$ cat src/rtl/decode_exec_pipe_reg.sv
// Dual-issue decode->execute pipeline register: turns hazard stalls into NOOP bubbles,
// issues pipe1 late when only it stalls, and handles branch flushes, HALT freeze and stall counting.
module decode_exec_pipe_reg #(
  parameter int DATA_W = 40,
  parameter int ADDR_W = 5,
  parameter int OP_W = 5,
  parameter int CNT_W = 16,
  parameter logic [OP_W-1:0] OP_NOOP = '0,
  parameter logic [OP_W-1:0] OP_HALT = '1
) (
  input  logic              clk,
  input  logic              rst,
  input  logic [OP_W-1:0]   opCode0_dec,
  input  logic [OP_W-1:0]   opCode1_dec,
  input  logic [ADDR_W-1:0] addrRd0_dec,
  input  logic [ADDR_W-1:0] addrRd1_dec,
  input  logic [DATA_W-1:0] rm0_in,
  input  logic [DATA_W-1:0] rn0_in,
  input  logic [DATA_W-1:0] ro0_in,
  input  logic [DATA_W-1:0] rm1_in,
  input  logic [DATA_W-1:0] rn1_in,
  input  logic [DATA_W-1:0] ro1_in,
  input  logic              hazardStall0,
  input  logic              hazardStall1,
  input  logic              flush,
  output logic [OP_W-1:0]   opCode0_exe,
  output logic [OP_W-1:0]   opCode1_exe,
  output logic [ADDR_W-1:0] addrRd0_exe,
  output logic [ADDR_W-1:0] addrRd1_exe,
  output logic [DATA_W-1:0] rm0_exe,
  output logic [DATA_W-1:0] rn0_exe,
  output logic [DATA_W-1:0] ro0_exe,
  output logic [DATA_W-1:0] rm1_exe,
  output logic [DATA_W-1:0] rn1_exe,
  output logic [DATA_W-1:0] ro1_exe,
  output logic              stallDecode,
  output logic              halted,
  output logic [CNT_W-1:0]  stallCycles
);

  typedef enum logic [1:0] {RUN, SPLIT, HALTED} state_t;

  localparam logic [ADDR_W-1:0] ADDR_UNUSED = '1;

  state_t state_q, state_d;
  logic halted_q;
  logic [CNT_W-1:0] stallCnt_q;
  logic [OP_W-1:0] op0_q, op1_q;
  logic [ADDR_W-1:0] addr0_q, addr1_q;
  logic [DATA_W-1:0] rm0_q, rn0_q, ro0_q, rm1_q, rn1_q, ro1_q;
  logic issue0, issue1, haltInExe, cntInc;

  assign haltInExe = (op0_q == OP_HALT) || (op1_q == OP_HALT);

  // Stall decision must not look at the *_exe registers, or it would loop through the hazard detector.
  always_comb begin
    stallDecode = 1'b0;
    if (!rst) begin
      unique case (state_q)
        HALTED:  stallDecode = 1'b1;
        SPLIT:   stallDecode = !flush && hazardStall1;
        default: stallDecode = !flush && (hazardStall0 || hazardStall1);
      endcase
    end
  end

  always_comb begin
    issue0 = 1'b0;
    issue1 = 1'b0;
    state_d = state_q;
    if (state_q == HALTED || haltInExe) begin
      state_d = HALTED;
    end else if (flush) begin
      state_d = RUN;
    end else if (state_q == SPLIT) begin
      if (!hazardStall1) begin
        issue1 = 1'b1;
        state_d = RUN;
      end
    end else if (!hazardStall0) begin
      issue0 = 1'b1;
      issue1 = !hazardStall1;
      state_d = hazardStall1 ? SPLIT : RUN;
    end
  end

  assign cntInc = stallDecode && (state_q != HALTED) && (stallCnt_q != '1);

  always_ff @(posedge clk) begin
    if (rst) begin
      state_q <= RUN;
      halted_q <= 1'b0;
      stallCnt_q <= '0;
    end else begin
      state_q <= state_d;
      halted_q <= (state_d == HALTED);
      if (cntInc) stallCnt_q <= stallCnt_q + 1'b1;
    end
  end

  // Any slot not issued this edge becomes a bubble.
  always_ff @(posedge clk) begin
    if (!rst && issue0) begin
      op0_q <= opCode0_dec;
      addr0_q <= addrRd0_dec;
      rm0_q <= rm0_in;
      rn0_q <= rn0_in;
      ro0_q <= ro0_in;
    end else begin
      op0_q <= OP_NOOP;
      addr0_q <= ADDR_UNUSED;
      rm0_q <= '0;
      rn0_q <= '0;
      ro0_q <= '0;
    end
  end

  always_ff @(posedge clk) begin
    if (!rst && issue1) begin
      op1_q <= opCode1_dec;
      addr1_q <= addrRd1_dec;
      rm1_q <= rm1_in;
      rn1_q <= rn1_in;
      ro1_q <= ro1_in;
    end else begin
      op1_q <= OP_NOOP;
      addr1_q <= ADDR_UNUSED;
      rm1_q <= '0;
      rn1_q <= '0;
      ro1_q <= '0;
    end
  end

  assign opCode0_exe = op0_q;
  assign opCode1_exe = op1_q;
  assign addrRd0_exe = addr0_q;
  assign addrRd1_exe = addr1_q;
  assign rm0_exe = rm0_q;
  assign rn0_exe = rn0_q;
  assign ro0_exe = ro0_q;
  assign rm1_exe = rm1_q;
  assign rn1_exe = rn1_q;
  assign ro1_exe = ro1_q;
  assign halted = halted_q;
  assign stallCycles = stallCnt_q;

endmodule

$ cat config.mk
export PLATFORM = sky130hd
export DESIGN_NAME = decode_exec_pipe_reg
export DESIGN_NICKNAME = d
export VERILOG_FILES = /design/src/rtl/decode_exec_pipe_reg.sv
export SDC_FILE = /design/constraint.sdc
export NUM_CORES = 1
export LEC_CHECK = 0
export ABC_AREA = 1
export BUFFER_PORTS_ARGS = -buffer_cell sky130_fd_sc_hd__buf_2
export CORE_AREA = 2 2 213 215
export DETAILED_ROUTE_END_ITERATION = 10
export DIE_AREA = 0 0 215 217
export PLACE_DENSITY = 0.42
export REMOVE_ABC_BUFFERS = 1
export SLEW_MARGIN = 20
export SYNTH_ARGS = -nofsm -noshare
export SYNTH_HDL_FRONTEND = slang
export SYNTH_SLANG_ARGS = --single-unit
$ cat constraint.sdc
create_clock -name clk -period 2.4 [get_ports clk]
set_input_delay 0.48 -clock clk [delete_from_list [all_inputs] [get_ports clk]]
set_output_delay 0.48 -clock clk [all_outputs]
set_load 0.01 [all_outputs]
==> reports/qor.yml <==
nets: 1804
via_per_inst: 3.43
gr-total-overflow: 0
post_cts_buffers: 0
synth_seq_area_share_pct: 65.7
synthArstFlopShare_pct: 0
dieArea_um2: 46700
num_rows: 78
ctsHtreeMaxLevel: 2
synth.top_cells.by_count: "dfxtp_1 (279), nor2_1 (273), inv_1 (260)"
required_ns: 2.81
dp_hpwl_mm: 20.8
relSlewSlack_pct: 63.1
num_antenna_cells: 0
pwr_density_cell_nw_per_um2: 804
final_max_slew_viol_count: 0
fin_setup_tns_ns: 0
max-cap-violations: 0
numCtsBuffers: 34
drc: 0
path_clk_slew_ns: 0.06
use_met3_pct: 5.19
worstHoldPathType: "primary input to flip-flop"
ys_types: 27
timing.final.ws_setup_ns: 0.463
synth.area.top_cells: "dfxtp_1 (66%), nor2_1 (12%), inv_1 (11%), nand2_1 (2.7%), buf_2 (1.4%)"
cts_tree: "yes"
use_met2_pct: 19.3
core_area_um2: 44700
root_buffer: "clkbuf_16"
skew_ns: 0.0186
dieHeight_um: 217
p_leak_nw: 7.56
worstMarginPinSlew_ns: 0.552
placed_cell_area_um2: 11900
setup_violations: 0
synth_top_area_cell: "dfxtp_1"
grt.busiest_layer: "met2"
critical_path_class: "flip-flop to flip-flop"
wire_per_inst_um: 12.4
start_kind: "flip-flop"
detail_route.iter0.violations: 212
yosysWarnings: 0
syn_area_um2: 8510
synthCells: 980
grt_usage_pct: 11.2
antenna_found_initial: 2
hold_viol_final: 0
io_buffers: 542
holdBufCountCts: 0
fmax_mhz: 516
ctsResizeCount: 0
drive_gt1_share_pct: 40.6
rsz0062_at_grt: "false"
finalCritPeriodShare_pct: 80.7
synth_flop_cell: "dfxtp_1"
place_ws_ns: 0.283
placed_cells: 2102
routed_wl_mm: 26.8
endpoint_kind: "flip-flop"
yosysMostFrequentCell: "dfxtp_1"
synth_edf_count: 0
grt_max_degree: 56
clk-insertion-delay-late_ns: 0.52
postSynthAreaPerCell_um2: 8.68
area_delta_synth_final_pct: 53.6
die_width_um: 215
ctsLongestPathBuffers: 3
grt_pass1_vias: 7373
cp.arrival_ns: 2.34
antenna_left: 0
cts.sinks: 279
vias: 7423
drtPass1Iterations: 4
path_max_fanout: 45
synth_top_area_share_pct: 65.7
final_cell_area_um2: 13100
grt_pass1_wl_mm: 40.4
gr-usage-met1_pct: 12.1
status: "completed"
period_needed_ns: 1.94
ios: 543
layout.cells.non_filler: 2161
vdd_drop_max_mv: 0.503
start_util_pct: 19.0
gp_congestion: 0.760
ys_ff_latch: 279
==> sequential cells by signal, indices dropped and copies added, names as in the netlist <==
register,flops
ro1_exe,40
opCode1_exe,5
ro0_exe,40
rm1_exe,40
state_q,2
rn0_exe,40
halted,1
opCode0_exe,5
addrRd1_exe,5
rm0_exe,40
addrRd0_exe,5
stallCycles,16
rn1_exe,40
==> logic make-up after synthesis <==
family	after synthesis	synth area share [%]
buffers and inverters	297	13.7
adders and majority gates	1	0.147
and+or+nand+nor	372	17.9
DFF	279	65.7
xor gates and xnor gates	7	0.721
AOI/OAI and AO/OA	24	1.91
==> area by class of cell <==
class	count	area (um^2)
Clock buffer	49	988
Clock inverter	10	136
Fill cell	5002	31600
Inverter	266	998
Multi-Input combinational cell	404	1770
Sequential cell	279	5590
Tap cell	600	751
Timing Repair Buffer	553	2830
==> power breakdown <==
part / internal (mW) / total (mW) / leakage, nW / switching, mW
clock: 3.18 / 5.14 / 0.555 / 1.95
sequential: 4.74 / 4.77 / 2.26 / 0.0295
combinational: 0.289 / 0.604 / 4.74 / 0.315
==> path summary, 6_finish.rpt <==
kind	start	endpoint	slack [ns]	cells after the start
max	opCode1_exe[3]	rn0_exe[28]	0.46	7
max reg2reg	opCode1_exe[3]	rn0_exe[28]	0.46	7
min	addrRd0_dec[3]	addrRd0_exe[3]	0.14	2
min reg2reg	stallCycles[8]	stallCycles[8]	0.53	2
==> layer usage <==
layer | routed length, um | share of wire, %
met3 | 2780 | 10
met5 | 27 | 0.10
met4 | 550 | 2.1
met2 | 13100 | 49
met1 | 10400 | 39
==> metrics by stage <==
| stage | power (mW) | util, % | hold slack, ns |
|---|---|---|---|
| 5_1_grt | 11.0 | 29.2 | 0.102 |
| 4_1_cts | 10.8 | 29.2 | 0.0918 |
| 3_5_place_dp | 5.49 | 26.7 | 0.529 |
| 6_report | 10.5 | 29.2 | 0.137 |
| 2_1_floorplan | 5.10 | - | 0.503 |
| 3_3_place_gp | 5.49 | 26.7 | 0.519 |
==> critical path, stage by stage, from the launching register on <==
cell and delay (ns):
dfxtp_1 0.33, nand3_1 0.11, nand3b_1 0.22, nand3_1 0.19
inv_2 0.09, nand2_4 0.42, buf_4 0.36, nor2_1 0.07
==> placed cells by master (no fill, tap or decap) <==
cell type and n:
a21oi_1 6, a21oi_2 8, buf_12 3, buf_2 542
buf_4 8, bufinv_16 3, clkbuf_1 8, clkbuf_16 35
clkbuf_8 6, clkinv_2 4, clkinv_4 2, dfxtp_1 279
ha_1 1, inv_1 260, inv_2 6, inv_6 1
nand2_1 59, nand2_2 3, nand2_4 4, nand3_1 8
nand3_2 1, nand3b_1 2, nand4_1 3, nand4_2 1
nor2_1 273, nor2_2 2, nor2_4 4, nor3_1 2
o21ai_0 5, o21bai_1 5, or2_1 10, xnor2_1 5
xor2_1 2
No activity file was read; power rests on OpenSTA's default activity.
